$ cat src/rtl/tx_filter_pkg.sv
// Shared constants for the transmit pulse shaper, BER checker and PRBS9 top.
//   OS, N_BAUD            : oversampling factor and filter span in symbols
//   NB_/NBF_OUTPUT        : output sample format S(8,7)
//   NB_/NBF_COEFF         : coefficient format S(8,7)
//   RC_COEFFS             : default raised-cosine taps (rolloff 0.5), tap n at [n*8 +: 8]
//   SYM_POS_BIT/NEG_BIT   : bit value that maps to +1 / -1
package tx_filter_pkg;

  localparam int unsigned OS         = 4;
  localparam int unsigned N_BAUD     = 6;
  localparam int unsigned NB_OUTPUT  = 8;
  localparam int unsigned NBF_OUTPUT = 7;
  localparam int unsigned NB_COEFF   = 8;
  localparam int unsigned NBF_COEFF  = 7;

  localparam int unsigned NB_COEFF_VEC = N_BAUD * OS * NB_COEFF;

  // Taps 23 down to 0 (MSB first): 1,2,3,0,-7,-15,-16,0,34,77,114,127,114,77,34,0,-16,-15,-7,0,3,2,1,0
  localparam logic [NB_COEFF_VEC-1:0] RC_COEFFS =
    192'h01020300F9F1F000224D727F724D2200F0F1F90003020100;

  localparam logic SYM_POS_BIT = 1'b0;
  localparam logic SYM_NEG_BIT = 1'b1;

endpackage

$ cat src/rtl/sat_trunc.sv
// Signed width reduction: drop NB_DROP LSBs (floor), then saturate or wrap to NB_OUT.
// Saturation is built when TX_RC_FILTER_SAT_EN is defined; otherwise two's-complement wrap.
//   i_data   : NB_IN-bit signed input
//   o_data_c : NB_OUT-bit signed result (combinational)
module sat_trunc #(
  parameter int unsigned NB_IN   = 11,
  parameter int unsigned NB_OUT  = 8,
  parameter int unsigned NB_DROP = 0
) (
  input  logic [NB_IN-1:0]  i_data,
  output logic [NB_OUT-1:0] o_data_c
);

  localparam int unsigned NB_MID = NB_IN - NB_DROP;

  // Taking the upper bits of a two's-complement value is truncation toward -inf.
  logic [NB_MID-1:0] w_mid;
  assign w_mid = i_data[NB_IN-1:NB_DROP];

  generate
    if (NB_DROP > 0) begin : g_drop
      logic w_unused_lsb;
      assign w_unused_lsb = ^i_data[NB_DROP-1:0];
    end
  endgenerate

`ifdef TX_RC_FILTER_SAT_EN
  // In range when every bit from the output sign upward agrees.
  logic w_in_range;
  assign w_in_range = (&w_mid[NB_MID-1:NB_OUT-1]) | ~(|w_mid[NB_MID-1:NB_OUT-1]);

  always_comb begin
    o_data_c = w_mid[NB_OUT-1:0];
    if (!w_in_range) begin
      o_data_c = w_mid[NB_MID-1] ? {1'b1, {(NB_OUT-1){1'b0}}}
                                 : {1'b0, {(NB_OUT-1){1'b1}}};
    end
  end
`else
  logic w_unused_hi;
  assign w_unused_hi = ^w_mid[NB_MID-1:NB_OUT];
  assign o_data_c    = w_mid[NB_OUT-1:0];
`endif

endmodule

$ cat src/rtl/tx_rc_polyphase_filter.sv
// Polyphase raised-cosine pulse shaper, OS samples per symbol, multiplier-free (+/-1 symbols).
// Optional output saturation: define TX_RC_FILTER_SAT_EN (default build wraps).
//   clk      : system clock
//   i_rst_n  : synchronous active-low reset
//   i_en     : clock enable, low freezes state and o_data
//   i_valid  : symbol strobe, also resynchronises the phase counter
//   i_data   : symbol bit (0 -> +1, 1 -> -1)
//   o_data   : shaped sample, signed S(NB_OUTPUT,NBF_OUTPUT)
//   o_valid  : registered copy of i_en
module tx_rc_polyphase_filter
  import tx_filter_pkg::*;
#(
  parameter int unsigned NB_OUTPUT  = tx_filter_pkg::NB_OUTPUT,
  parameter int unsigned NBF_OUTPUT = tx_filter_pkg::NBF_OUTPUT,
  parameter int unsigned NB_COEFF   = tx_filter_pkg::NB_COEFF,
  parameter int unsigned NBF_COEFF  = tx_filter_pkg::NBF_COEFF,
  parameter int unsigned N_BAUD     = tx_filter_pkg::N_BAUD,
  parameter int unsigned OS         = tx_filter_pkg::OS,
  parameter logic [N_BAUD*OS*NB_COEFF-1:0] COEFFS = tx_filter_pkg::RC_COEFFS
) (
  input  logic                 clk,
  input  logic                 i_rst_n,
  input  logic                 i_en,
  input  logic                 i_valid,
  input  logic                 i_data,
  output logic [NB_OUTPUT-1:0] o_data,
  output logic                 o_valid
);

  localparam int unsigned NB_PHASE = $clog2(OS);
  localparam int unsigned NB_ACC   = NB_COEFF + $clog2(N_BAUD);
  localparam int unsigned NB_DROP  = NBF_COEFF - NBF_OUTPUT;

  logic [N_BAUD-1:0]    r_sym;
  logic [N_BAUD-1:0]    r_occ;
  logic [NB_PHASE-1:0]  r_phase;
  logic [NB_OUTPUT-1:0] r_data;
  logic                 r_valid;

  logic signed [NB_ACC-1:0]   w_acc;
  logic signed [NB_COEFF-1:0] w_tap;
  logic signed [NB_ACC-1:0]   w_ext;
  logic [NB_OUTPUT-1:0]       w_sample;

  // One phase column of the coefficient set, signed by the stored symbol.
  always_comb begin
    w_acc = '0;
    w_tap = '0;
    w_ext = '0;
    for (int k = 0; k < int'(N_BAUD); k++) begin
      w_tap = $signed(COEFFS[(k*int'(OS) + int'(r_phase))*int'(NB_COEFF) +: NB_COEFF]);
      w_ext = NB_ACC'(w_tap);
      if (r_occ[k]) begin
        w_acc = (r_sym[k] == SYM_NEG_BIT) ? (w_acc - w_ext) : (w_acc + w_ext);
      end
    end
  end

  sat_trunc #(
    .NB_IN   (NB_ACC),
    .NB_OUT  (NB_OUTPUT),
    .NB_DROP (NB_DROP)
  ) u_sat_trunc (
    .i_data   (w_acc),
    .o_data_c (w_sample)
  );

  // Symbol/occupancy shift, phase counter and output register.
  always_ff @(posedge clk) begin
    if (!i_rst_n) begin
      r_sym   <= '0;
      r_occ   <= '0;
      r_phase <= '0;
      r_data  <= '0;
      r_valid <= 1'b0;
    end else begin
      r_valid <= i_en;
      if (i_en) begin
        r_data <= w_sample;
        if (i_valid) begin
          r_sym   <= {r_sym[N_BAUD-2:0], i_data};
          r_occ   <= {r_occ[N_BAUD-2:0], 1'b1};
          r_phase <= '0;
        end else if (r_phase == NB_PHASE'(OS-1)) begin
          r_phase <= '0;
        end else begin
          r_phase <= r_phase + NB_PHASE'(1);
        end
      end
    end
  end

  assign o_data  = r_data;
  assign o_valid = r_valid;

endmodule

$ cat config.mk
export PLATFORM = sky130hd
export DESIGN_NAME = tx_rc_polyphase_filter
export DESIGN_NICKNAME = d
export VERILOG_FILES = /design/src/rtl/tx_filter_pkg.sv /design/src/rtl/sat_trunc.sv /design/src/rtl/tx_rc_polyphase_filter.sv
export SDC_FILE = /design/constraint.sdc
export NUM_CORES = 1
export LEC_CHECK = 0
export CELL_PAD_IN_SITES_DETAIL_PLACEMENT = 2
export CELL_PAD_IN_SITES_GLOBAL_PLACEMENT = 2
export CORE_AREA = 2 2 137 139
export DETAILED_ROUTE_END_ITERATION = 8
export DIE_AREA = 0 0 139 141
export GPL_ROUTABILITY_DRIVEN = 0
export PLACE_DENSITY_LB_ADDON = 0.1
export REMOVE_ABC_BUFFERS = 1
export SETUP_SLACK_MARGIN = 0.5
export SLEW_MARGIN = 10
export SYNTH_ARGS = -nofsm -noshare
export SYNTH_HDL_FRONTEND = slang
export SYNTH_HIERARCHICAL = 1
export SYNTH_SLANG_ARGS = --single-unit
$ cat constraint.sdc
create_clock -name clk -period 9.7 [get_ports clk]
set_input_delay 1.94 -clock clk [delete_from_list [all_inputs] [get_ports clk]]
set_output_delay 1.94 -clock clk [all_outputs]
set_load 0.005 [all_outputs]
# After elaboration in Yosys (flattened, before gate mapping)
# Cells that the tools add are included.
# W data, S select, Z words.
totals:
  reg_bits: 23
  output_inout_bits: 9
  inputBits: 5
classes:
  addsub: 17
  n_mux: 14
  n_shift: 6
  n_reduce_logical: 1
  n_eq_ne: 1
op_table:
  columns: ["cell", "n"]
  rows:
  - ["$shiftx A192 B10 Y8 const A", 2]
  - ["$shiftx A192 B9 Y8 const A", 2]
  - ["$shiftx A192 B6 Y8 const A", 1]
  - ["$shiftx A192 B8 Y8 const A", 1]
  - ["$mux W8", 12]
  - ["$add A8 B8 Y8", 5]
  - ["$sub A8 B8 Y8", 5]
  - ["$add A5 B2 Y6 const A", 2]
  - ["$add A4 B2 Y5 const A", 2]
  - ["$sub A1 B8 Y8 const A", 1]
  - ["$add A3 B2 Y4 const A", 1]
  - ["$mux W2", 2]
  - ["$add A2 B1 Y2 const B", 1]
  - ["$eq A2 B2 Y1 const B", 1]
  - ["$reduce_and A2 Y1", 1]

# Longest topological paths before layout
# Gate-level depths: netlist (run 1).
depth:
  word_depth: 19
  mapped_depth: 39

# Hierarchy
# The synthesis (run 1) kept the hierarchy.
modules_own_cells:
  columns: ["module", "area_each_um2", "seq_area_each_um2", "n_inst", "cells_per_inst"]
  rows:
  - ["tx_rc_polyphase_filter", 4364.2, 460.4, 1, 587]
  - ["sat_trunc", 60.1, 0.0, 1, 8]

# Least setup slack after synthesis (run 1)
# No wires, ideal clock.
synth_path:
  path_kind: "reg2reg"
  start: "reg r_phase[0]"
  end: "reg r_data[7] (netlist: o_data[7])"
  setup_slack_ns: 1.991
  arrival_time_ns: 7.592
  synth_period_minus_slack_ns: 7.709
  path_stages_with_launch: 40
  path_buffers: 3
  path_cell_list: "dfxtp_1 -> clkbuf_1 -> inv_1 -> ha_1 -> clkbuf_1 -> mux2i_1 -> nor2b_1 -> ha_1 -> nor2b_1 -> o21ai_0 -> and2_1 -> xnor2_1 -> nand2_1 -> xnor2_1 -> ha_1 -> a21oi_1 -> or4b_2 -> mux2_2 -> [... 4 more ...] -> nand2_1 -> or4b_2 -> nand3_1 -> xor2_1 -> mux2_2 -> ha_1 -> inv_1 -> a21oi_1 -> nand3b_1 -> a21bo_2 -> ha_1 -> inv_1 -> a21oi_1 -> o21ai_0 -> o21a_1 -> buf_4 -> mux2i_1 -> nor2b_1"
synth_between:
  elab_chain_cells: 19
  word_cells_on_any_way: 34
  classes_between: "add/sub: 16; shift: 6; mux: 12"
synth_lines:
  columns: ["item", "line_no", "rtl"]
  rows:
  - ["start: declaration", "tx_rc_polyphase_filter.sv:36", "logic [NB_PHASE-1:0] r_phase;"]
  - ["start signal: assignment", "tx_rc_polyphase_filter.sv:87", "r_phase <= r_phase + NB_PHASE'(1);"]
  - ["$shiftx A192 B6 Y8", "tx_rc_polyphase_filter.sv:51", "w_tap = $signed(COEFFS[(k*int'(OS) + int'(r_phase))*int'(NB_COEFF) +: NB_COEFF]);"]
  - ["$sub A1 B8 Y8", "tx_rc_polyphase_filter.sv:54", "w_acc = (r_sym[k] == SYM_NEG_BIT) ? (w_acc - w_ext) : (w_acc + w_ext);"]
  - ["$mux W8", "tx_rc_polyphase_filter.sv:54", null]
  - ["$mux W8", "tx_rc_polyphase_filter.sv:53", "if (r_occ[k]) begin"]
  - ["$add A8 B8 Y8 or $sub A8 B8 Y8 (tied branches)", "tx_rc_polyphase_filter.sv:54", null]
  - ["$mux W8", "tx_rc_polyphase_filter.sv:54", null]
  - ["$mux W8", "tx_rc_polyphase_filter.sv:53", null]
  - ["$add A8 B8 Y8 or $sub A8 B8 Y8 (tied branches)", "tx_rc_polyphase_filter.sv:54", null]
  - ["[... 4 more ...]", null, null]
  - ["$mux W8", "tx_rc_polyphase_filter.sv:53", null]
  - ["$add A8 B8 Y8 or $sub A8 B8 Y8 (tied branches)", "tx_rc_polyphase_filter.sv:54", null]
  - ["$mux W8", "tx_rc_polyphase_filter.sv:54", null]
  - ["$mux W8", "tx_rc_polyphase_filter.sv:53", null]
  - ["$add A8 B8 Y8 or $sub A8 B8 Y8 (tied branches)", "tx_rc_polyphase_filter.sv:54", null]
  - ["$mux W8", "tx_rc_polyphase_filter.sv:54", null]
  - ["$mux W8 *", "tx_rc_polyphase_filter.sv:53", null]
  - ["via w_acc[7]", "tx_rc_polyphase_filter.sv:40", "logic signed [NB_ACC-1:0] w_acc;"]
  - ["end signal: assignment", "tx_rc_polyphase_filter.sv:79", "r_data <= w_sample;"]
  - ["end: declaration", "tx_rc_polyphase_filter.sv:37", "logic [NB_OUTPUT-1:0] r_data;"]
# The timed path passes the listed nets; every way through them passes the cells marked *.
# A chain may end at the register's enable or synchronous reset.

# Worst setup path in the final report (run 1)
# Ends and elaborated chain as after synthesis.

==> results.py, run 1 <==
metrics = {
    "logic_synthesis": {
        "syn_area_per_cell_sq_um": 7.59,
        "syn_area_sq_um": 3510,
        "synth_warnings": 6,
        "synth_cells": 462,
    },
    "routing": {
        "wl_microns": 11200,
        "wl_per_cell_microns": 16.5,
        "drc": 0,
        "vias": 3073,
        "viasPerCell": 4.54,
        "firstDrtPassIters": 4,
        "drtAntennaViolNets": 0,
        "drt_iter0_markers": 39,
    },
    "placement": {
        "dp_hpwl_microns": 9230,
        "placed_cells": 673,
        "place_ws_ns": 1.81,
        "io_buffers": 13,
    },
    "final_layout": {
        "regArea_sq_um": 460,
        "fin_cells": 677,
        "fillers": 2210,
        "final_util_pct": 21.0,
        "multi_input_area_sq_um": 2720,
        "antenna-diode-count": 0,
        "drive_gt1_share_pct": 6.09,
        "synthToLayoutAreaGrowth_pct": 9.13,
        "nets": 499,
    },
    "min_path": {
        "hold_depth": 2,
        "whs_endpoint": "r_sym[5]",
        "worstHoldPathType": "flip-flop to flip-flop",
        "worstHoldStart": "r_sym[5]",
    },
    "floorplan": {
        "ios": 14,
        "placementRows": 50,
        "core_area_sq_um": 18300,
        "initial_utilization_pct": 19.2,
        "die_h_microns": 141,
        "die_w_microns": 139,
        "die_area_sq_um": 19600,
    },
    "cts": {
        "clockBufferDepth": 2,
        "clock_latency_ns": 0.27,
        "cts_tree": "built",
        "cts-htree-levels": 1,
        "hold_buffers": 0,
        "cts-root-buf": "clkbuf_16",
        "cts_resized": 0,
        "clk_pin_slew_ns": 0.07,
        "clock-sinks": 23,
        "cts_made_buffers": 3,
        "post_cts_buffers": 0,
    },
    "sta": {
        "skew_ns": 0.00292,
        "slew_headroom_pct": 42.7,
        "rsz0062_at_grt": "no",
        "setup_viol": 0,
        "final-hold-violation-count": 0,
        "setup-tns-final_ns": 0,
        "worst_slack_ns": 1.85,
        "slew_viol_final": 0,
        "tightest_slew_ns": 0.858,
        "period_needed_ns": 7.85,
        "max_freq_ghz": 0.127,
        "min_period_over_period_pct": 80.9,
    },
    "setup_path": {
        "rr_endpoint": "o_data[7]",
        "cp_slowest_cell": "or4b_2",
        "critPathLaunchType": "flip-flop",
        "r2r_slack_ns": 1.85,
        "cp_max_fo": 13,
        "crit_arrival_ns": 8.05,
        "cp_slowest_stage_delay_ns": 0.64,
        "crit_path_end_kind": "flip-flop",
        "cp.required_ns": 9.90,
        "r2r-start": "r_phase[0]",
        "path_common_cell": "ha_1",
        "reg2regPathDepth": 36,
        "worst-setup-path-type": "flip-flop to flip-flop",
    },
    "global_routing": {
        "grt_pass1_wl_microns": 18400,
        "grt-ovfl-total": 0,
        "antenna_found_initial": 0,
        "grt_use_total_pct": 11.7,
        "grt_max_degree": 24,
        "grt_pass1_vias": 3393,
    },
    "pwr": {
        "power_leakage_nw": 1.51,
        "power_density_nw_per_um2": 85.9,
        "peakVddDrop_v": 0.0000912,
    },
    "status": {
        "status": "finished, final reports clean",
    },
    "flow_run": {
        "maxCapViolCount": 0,
    },
}
layout by cell type, fill, tap and decap left out, types with 3 or more instances in the layout:
cell type        count
o21a_1               8
fa_1                 5
clkdlybuf4s50_1     13
nand2_1             54
a21oi_1             25
a21boi_0            18
nand3_1              7
mux2i_1             22
nor2b_1             18
ha_1                45
inv_1               37
xnor2_1             19
o31ai_1              4
clkbuf_16            3
nand2b_1            10
xor2_1               8
nor2_1              24
a21o_1               5
o21ai_0             28
nand3b_1             5
nor3_1               6
and2_1               4
dfxtp_1             23
mux2_2              15
report_power, final:
part	switching (mW)	internal, mW	total [mW]
clock network	0.0407	0.0562	0.0968
registers	0.00427	0.0962	0.100
logic	0.0746	0.0570	0.132
total	0.120	0.209	0.329
worst max-delay path: cells and delay by family, from the launching register on:
kind | cells | cell delay, ns
XOR/XNOR | 4 | 0.41
multiplexers | 5 | 1.02
AO/OA/AOI/OAI | 6 | 0.93
adder cells (fa/ha/maj) | 6 | 1.94
buffers and inverters | 3 | 0.28
flip-flops | 1 | 0.61
AND/OR/NAND/NOR | 12 | 2.60
registers in the layout, summed over array words and instances, names as in the netlist:
name	flops
o_valid	1
r_phase	2
o_data	8
r_occ	6
r_sym	6
layer usage:
metal	global-route usage, %	share of wire, %	up-vias	wire length [microns]
li1	-	-	1525	-
met1	15.0	48	1525	5360
met2	21.9	50	18	5610
met3	0.577	0.83	5	93
met4	2.07	0.72	0	80
met5	0	0	-	0
worst max-delay path by stage:
stage / startpoint / to
floorplan: r_phase[0] / o_data[7]
global placement: r_phase[0] / o_data[7]
detailed placement: r_phase[0] / o_data[7]
CTS: r_phase[0] / o_data[7]
global route: r_phase[1] / o_data[7]
finish: r_phase[0] / o_data[7]
final cells by class:
| type | instances | share of cell area (%) |
|---|---|---|
| multi-input cells | 364 | 70.9 |
| flip-flops and latches | 23 | 12.0 |
| well taps | 234 | 7.65 |
| inverters | 39 | 3.86 |
| repair buffers | 13 | 3.40 |
| clock buffers | 3 | 1.96 |
| clock inverters | 1 | 0.196 |
per-stage QoR:
stage,power [mW],hold slack (ns),instance area [sq um]
floorplan,0.198,0.447,3320
global placement,0.233,0.481,3750
detailed placement,0.236,0.498,3750
CTS,0.339,0.508,3830
global route,0.359,0.555,3830
finish,0.329,0.496,3830
Power figures use the tool's default switching activity.
==> run 2, diff against run 1 <==
==> constraint.sdc (replaced) <==
create_clock -name clk -period 7.6 [get_ports clk]
set_input_delay 1.52 -clock clk [delete_from_list [all_inputs] [get_ports clk]]
set_output_delay 1.52 -clock clk [all_outputs]
set_load 0.005 [all_outputs]
==> run 2 against run 1 <==
Net effect:
- via count increased by 2.2%
- total power increased by 35%
- combinational power increased by 46%
- first-iteration DRC count increased by 44%
- worst setup slack got worse by 1.0 ns
- register-to-register slack got worse by 1.0 ns
- sequential share of layout area decreased by 0.74 points
- critical path type unchanged
- critical path depth unchanged
- non-clock buffer count increased by 14
- clock power increased by 29%
- sequential cell count unchanged
- highest routed layer unchanged
- fmax increased by 16%
==> results.py, run 2 (synthesis results as in run 1) <==
metrics = {
    "status": {
        "status": "finished, final reports clean",
    },
    "final_layout": {
        "antenna-diode-count": 0,
        "final_area_sq_um": 4100,
        "synthToLayoutAreaGrowth_pct": 16.9,
        "drive_gt1_share_pct": 16.0,
        "multi_input_area_sq_um": 2880,
        "regArea_sq_um": 463,
        "mostFrequentLayoutCells": "nand2_1 (53), ha_1 (39), inv_1 (34)",
        "largest_reg_flops": 8,
        "final_common_cell": "nand2_1",
        "nets": 513,
        "fillers": 2153,
    },
    "pwr": {
        "power_mw": 0.443,
        "power_density_nw_per_um2": 108,
        "power_leakage_nw": 1.63,
        "peakVddDrop_v": 0.0000832,
    },
    "min_path": {
        "worstHoldPathType": "flip-flop to flip-flop",
    },
    "cts": {
        "clk_pin_slew_ns": 0.07,
        "cts_made_buffers": 3,
        "clockBufferDepth": 2,
        "cts_tree": "built",
        "hold_buffers": 0,
        "clock-sinks": 23,
        "cts-htree-levels": 1,
        "clock_latency_ns": 0.27,
        "cts-root-buf": "clkbuf_16",
    },
    "routing": {
        "wl_microns": 11600,
        "vias": 3141,
        "drt_iter0_markers": 56,
        "drc": 0,
        "wl_per_cell_microns": 16.7,
        "firstDrtPassIters": 4,
        "viasPerCell": 4.55,
        "drtAntennaViolNets": 0,
    },
    "global_routing": {
        "grt-ovfl-total": 0,
        "antenna_found_initial": 0,
        "grt_use_total_pct": 12.2,
        "grt_pass1_vias": 3473,
        "grt_pass1_wl_microns": 19200,
        "grt_max_degree": 24,
    },
    "setup_path": {
        "cp.required_ns": 7.76,
        "cp_max_fo": 4,
        "worst-setup-path-type": "flip-flop to flip-flop",
        "crit_arrival_ns": 6.91,
        "critPathLaunchType": "flip-flop",
        "cp_slowest_stage_delay_ns": 0.63,
        "cp_slowest_cell": "or4b_2",
        "crit_path_end_kind": "flip-flop",
    },
    "floorplan": {
        "ios": 14,
        "core_area_sq_um": 18300,
        "die_h_microns": 141,
        "placementRows": 50,
        "die_area_sq_um": 19600,
        "initial_utilization_pct": 19.2,
        "die_w_microns": 139,
    },
    "sta": {
        "final-hold-violation-count": 0,
        "rsz0062_at_grt": "no",
        "max_freq_ghz": 0.148,
        "setup_viol": 0,
        "min_period_over_period_pct": 88.8,
        "setup-tns-final_ns": 0,
        "tightest_slew_ns": 0.835,
        "skew_ns": 0.00444,
        "slew_viol_final": 0,
        "slew_headroom_pct": 44.3,
        "period_needed_ns": 6.75,
    },
    "placement": {
        "dp_hpwl_microns": 9450,
        "placedInstanceArea_sq_um": 3810,
        "io_buffers": 13,
    },
    "flow_run": {
        "maxCapViolCount": 0,
    },
}
## run 2: power breakdown
group / leakage (nW) / switching [mW] / internal [mW] / total [mW]
Clock: 0.0371 / 0.0532 / 0.0717 / 0.125
Sequential: 0.187 / 0.00261 / 0.123 / 0.125
Combinational: 1.40 / 0.106 / 0.0869 / 0.193
## run 2: path summary, 6_finish.rpt
check                   from   endpoint  slack (ns)  cells past startpoint
hold reg to reg     r_sym[5]   r_sym[5]        0.50                      2
setup reg to reg  r_phase[0]  o_data[7]        0.85                     36
setup / recovery  r_phase[0]  o_data[7]        0.85                     36
hold / removal      r_sym[5]   r_sym[5]        0.50                      2
## run 2: final cells by class
type,instances,area share (%)
Clock buffer,3,1.83
Inverter,39,3.66
Timing Repair Buffer,27,5.74
Tap cell,234,7.14
Multi-Input combinational cell,364,70.2
Clock inverter,1,0.183
Sequential cell,23,11.3
## run 2: through the flow
step / utilization, % / instances / setup slack, ns / hold slack [ns]
6_report: 22.4 / 691 / 0.851 / 0.500
5_1_grt: 22.4 / 691 / 0.515 / 0.537
4_1_cts: 21.5 / 686 / 0.520 / 0.511
3_5_place_dp: 20.8 / 681 / 0.293 / 0.501
3_3_place_gp: 20.8 / 681 / 0.479 / 0.482
2_1_floorplan: - / 426 / 0.520 / 0.447
## run 2: per-layer routing
layer / track usage [%] / vias to the layer above / wire length, microns
li1: - / 1559 / -
met1: 15.6 / 1558 / 5440
met2: 22.9 / 18 / 5940
met3: 0.442 / 6 / 107
met4: 2.07 / 0 / 80
met5: 0 / - / 0
## run 2: worst max-delay path: cells and delay by family (launching register included)
family          cells  cell delay [ns]
fa+ha+maj           6             1.63
simple gates       12             2.27
compound gates      6             0.75
xor+xnor            4             0.37
flops               1             0.35
mux                 5             1.15
buf+inv             3             0.16
## run 2: repair_timing
| item | CTS | global route |
|---|---|---|
| hold endpoints to repair | 0 | 0 |
| setup endpoints to repair | 2 | 3 |
| setup buffers | 1 | 5 |
| pin swaps | 0 | 11 |
| resized for setup | 8 | 38 |
==> run 3, diff against run 2 <==
--- a/config.mk
+++ b/config.mk
@@ -10,6 +10,7 @@
 export CORE_AREA = 2 2 137 139
 export DETAILED_ROUTE_END_ITERATION = 8
 export DIE_AREA = 0 0 139 141
+export DONT_BUFFER_PORTS = 1
 export GPL_ROUTABILITY_DRIVEN = 0
 export PLACE_DENSITY_LB_ADDON = 0.1
 export REMOVE_ABC_BUFFERS = 1
==> constraint.sdc (replaced) <==
create_clock -name clk -period 7.6 [get_ports clk]
set_input_delay 1.14 -clock clk [delete_from_list [all_inputs] [get_ports clk]]
set_output_delay 1.14 -clock clk [all_outputs]
set_load 0.005 [all_outputs]
==> run 3 against run 2 <==
Net effect:
- global-route usage fell by 0.18 points
- register-to-register slack improved by 0.03 ns
- clock power barely moved
- clock-buffer cell count did not move
==> results.py, run 3 (synthesis results as in run 1) <==
metrics = {
    "status": {
        "status": "finished, final reports clean",
    },
    "setup_path": {
        "crit_arrival_ns": 6.88,
        "rr_endpoint": "o_data[7]",
        "crit_path_end_kind": "flip-flop",
        "cp.required_ns": 7.76,
        "r2r_slack_ns": 0.88,
        "path_buf_inv": 3,
        "cpLargestDelayFamily": "adder cells",
        "r2r-start": "r_phase[1]",
        "cp_max_fo": 4,
        "worst-setup-path-type": "flip-flop to flip-flop",
        "reg2regPathDepth": 33,
        "path_common_cell": "ha_1",
        "critPathLaunchType": "flip-flop",
        "cp_slowest_cell": "or4_1",
        "cp_slowest_stage_delay_ns": 0.47,
    },
    "pwr": {
        "netSwitchingFraction_pct": 35.9,
        "peakVddDrop_v": 0.0000920,
        "pwr-share-clk_pct": 27.9,
        "switching_power_mw": 0.158,
        "p_seq_share_pct": 28.5,
        "power_density_nw_per_um2": 110,
        "power_leakage_nw": 1.63,
        "power_mw": 0.441,
        "power_frac_comb_pct": 43.5,
        "power.internal_mw": 0.283,
    },
    "sta": {
        "rsz0062_at_grt": "no",
        "worst_slack_ns": 0.883,
        "final-hold-violation-count": 0,
        "max_freq_ghz": 0.149,
        "tightest_slew_ns": 0.845,
        "setup_viol": 0,
        "slew_headroom_pct": 43.7,
        "setup-tns-final_ns": 0,
        "min_period_over_period_pct": 88.4,
        "finalHoldWorstSlack_ns": 0.489,
        "slew_viol_final": 0,
        "skew_ns": 0.00396,
        "period_needed_ns": 6.72,
    },
    "final_layout": {
        "synthToLayoutAreaGrowth_pct": 14.2,
        "multi_input_area_sq_um": 2910,
        "fillers": 2149,
        "regArea_sq_um": 463,
        "largest_reg_flops": 8,
        "mostFrequentLayoutCells": "nand2_1 (52), ha_1 (40), inv_1 (33)",
        "final_common_cell": "nand2_1",
        "antenna-diode-count": 0,
        "nets": 501,
        "drive_gt1_share_pct": 17.1,
    },
    "cts": {
        "clockBufferDepth": 2,
        "cts-root-buf": "clkbuf_16",
        "hold_buffers": 0,
        "cts_made_buffers": 3,
        "clock-sinks": 23,
        "cts_tree": "built",
        "cts-htree-levels": 1,
        "clk_pin_slew_ns": 0.07,
        "clock_latency_ns": 0.27,
    },
    "global_routing": {
        "grt_use_total_pct": 12.0,
        "grt_pass1_wl_microns": 18700,
        "grt-ovfl-total": 0,
        "grt_max_degree": 24,
        "grt_pass1_vias": 3421,
        "antenna_found_initial": 0,
    },
    "placement": {
        "io_buffers": 0,
        "dp_hpwl_microns": 9540,
        "place_ws_ns": 0.240,
    },
    "min_path": {
        "whs_endpoint": "r_sym[5]",
        "worstHoldStart": "r_sym[5]",
        "worstHoldPathType": "flip-flop to flip-flop",
        "hold_depth": 2,
    },
    "routing": {
        "vias": 3081,
        "drt_iter0_markers": 81,
        "firstDrtPassIters": 4,
        "wl_microns": 11600,
        "viasPerCell": 4.54,
        "drtAntennaViolNets": 0,
        "wl_per_cell_microns": 17.1,
        "drc": 0,
    },
    "floorplan": {
        "initial_utilization_pct": 19.2,
        "ios": 14,
        "die_area_sq_um": 19600,
        "die_w_microns": 139,
        "die_h_microns": 141,
        "core_area_sq_um": 18300,
        "placementRows": 50,
    },
    "flow_run": {
        "maxCapViolCount": 0,
    },
}
run 3: cell types whose count changed in the layout (fill, tap and decap cells not counted), sizes merged:
cell           change
buf                +1
clkdlybuf4s50     -13
run 3: metrics by stage:
step	utilization, %	instances	cell area [sq um]
CTS	20.8	673	3810
detailed placement	20.1	667	3670
global placement	20.1	667	3670
floorplan	-	426	3320
finish	21.9	679	4010
global route	21.9	679	4010
run 3: worst max path at each step:
stage | startpoint | to | slack, ns | cells past startpoint
after floorplan | r_phase[0] | o_data[7] | 0.52 | 36
after global placement | r_phase[0] | o_data[7] | 0.45 | 36
after detailed placement | r_phase[0] | o_data[7] | 0.24 | 36
after CTS | r_phase[0] | o_data[7] | 0.53 | 36
after global routing | r_phase[0] | o_data[7] | 0.52 | 35
final | r_phase[1] | o_data[7] | 0.88 | 33
run 3: layer usage:
metal,wire (microns),up-vias,GRT usage [%]
met5,0,-,0
met4,187,0,3.14
met3,120,11,0.679
met2,5800,22,22.3
met1,5520,1511,15.1
li1,-,1537,-
run 3: tightest hold or removal path: cells and delay by family (launching register included):
family	cells	cell delay, ns
AO/OA/AOI/OAI	1	0.07
flip-flops	1	0.32
AND/OR/NAND/NOR	1	0.05
run 3: power by group through the flow:
stage	sequential, mW	clock, mW	combinational, mW
after floorplan	0.129	0	0.123
after global placement	0.128	0	0.163
after detailed placement	0.128	0	0.169
after CTS	0.126	0.131	0.174
after global routing	0.126	0.134	0.216
final	0.126	0.123	0.192
run 3: layout make-up:
type	count	area share, %
timing repair buffer	15	2.81
clock inverter	1	0.187
sequential	23	11.6
inverter	39	3.69
tap	234	7.31
clock buffer	3	1.87
multi-input combinational	364	72.6
run 3: repair_timing:
item,CTS,global route
buffers inserted,2,6
setup endpoints to repair,2,3
pin swaps,0,6
gates resized for setup,11,37
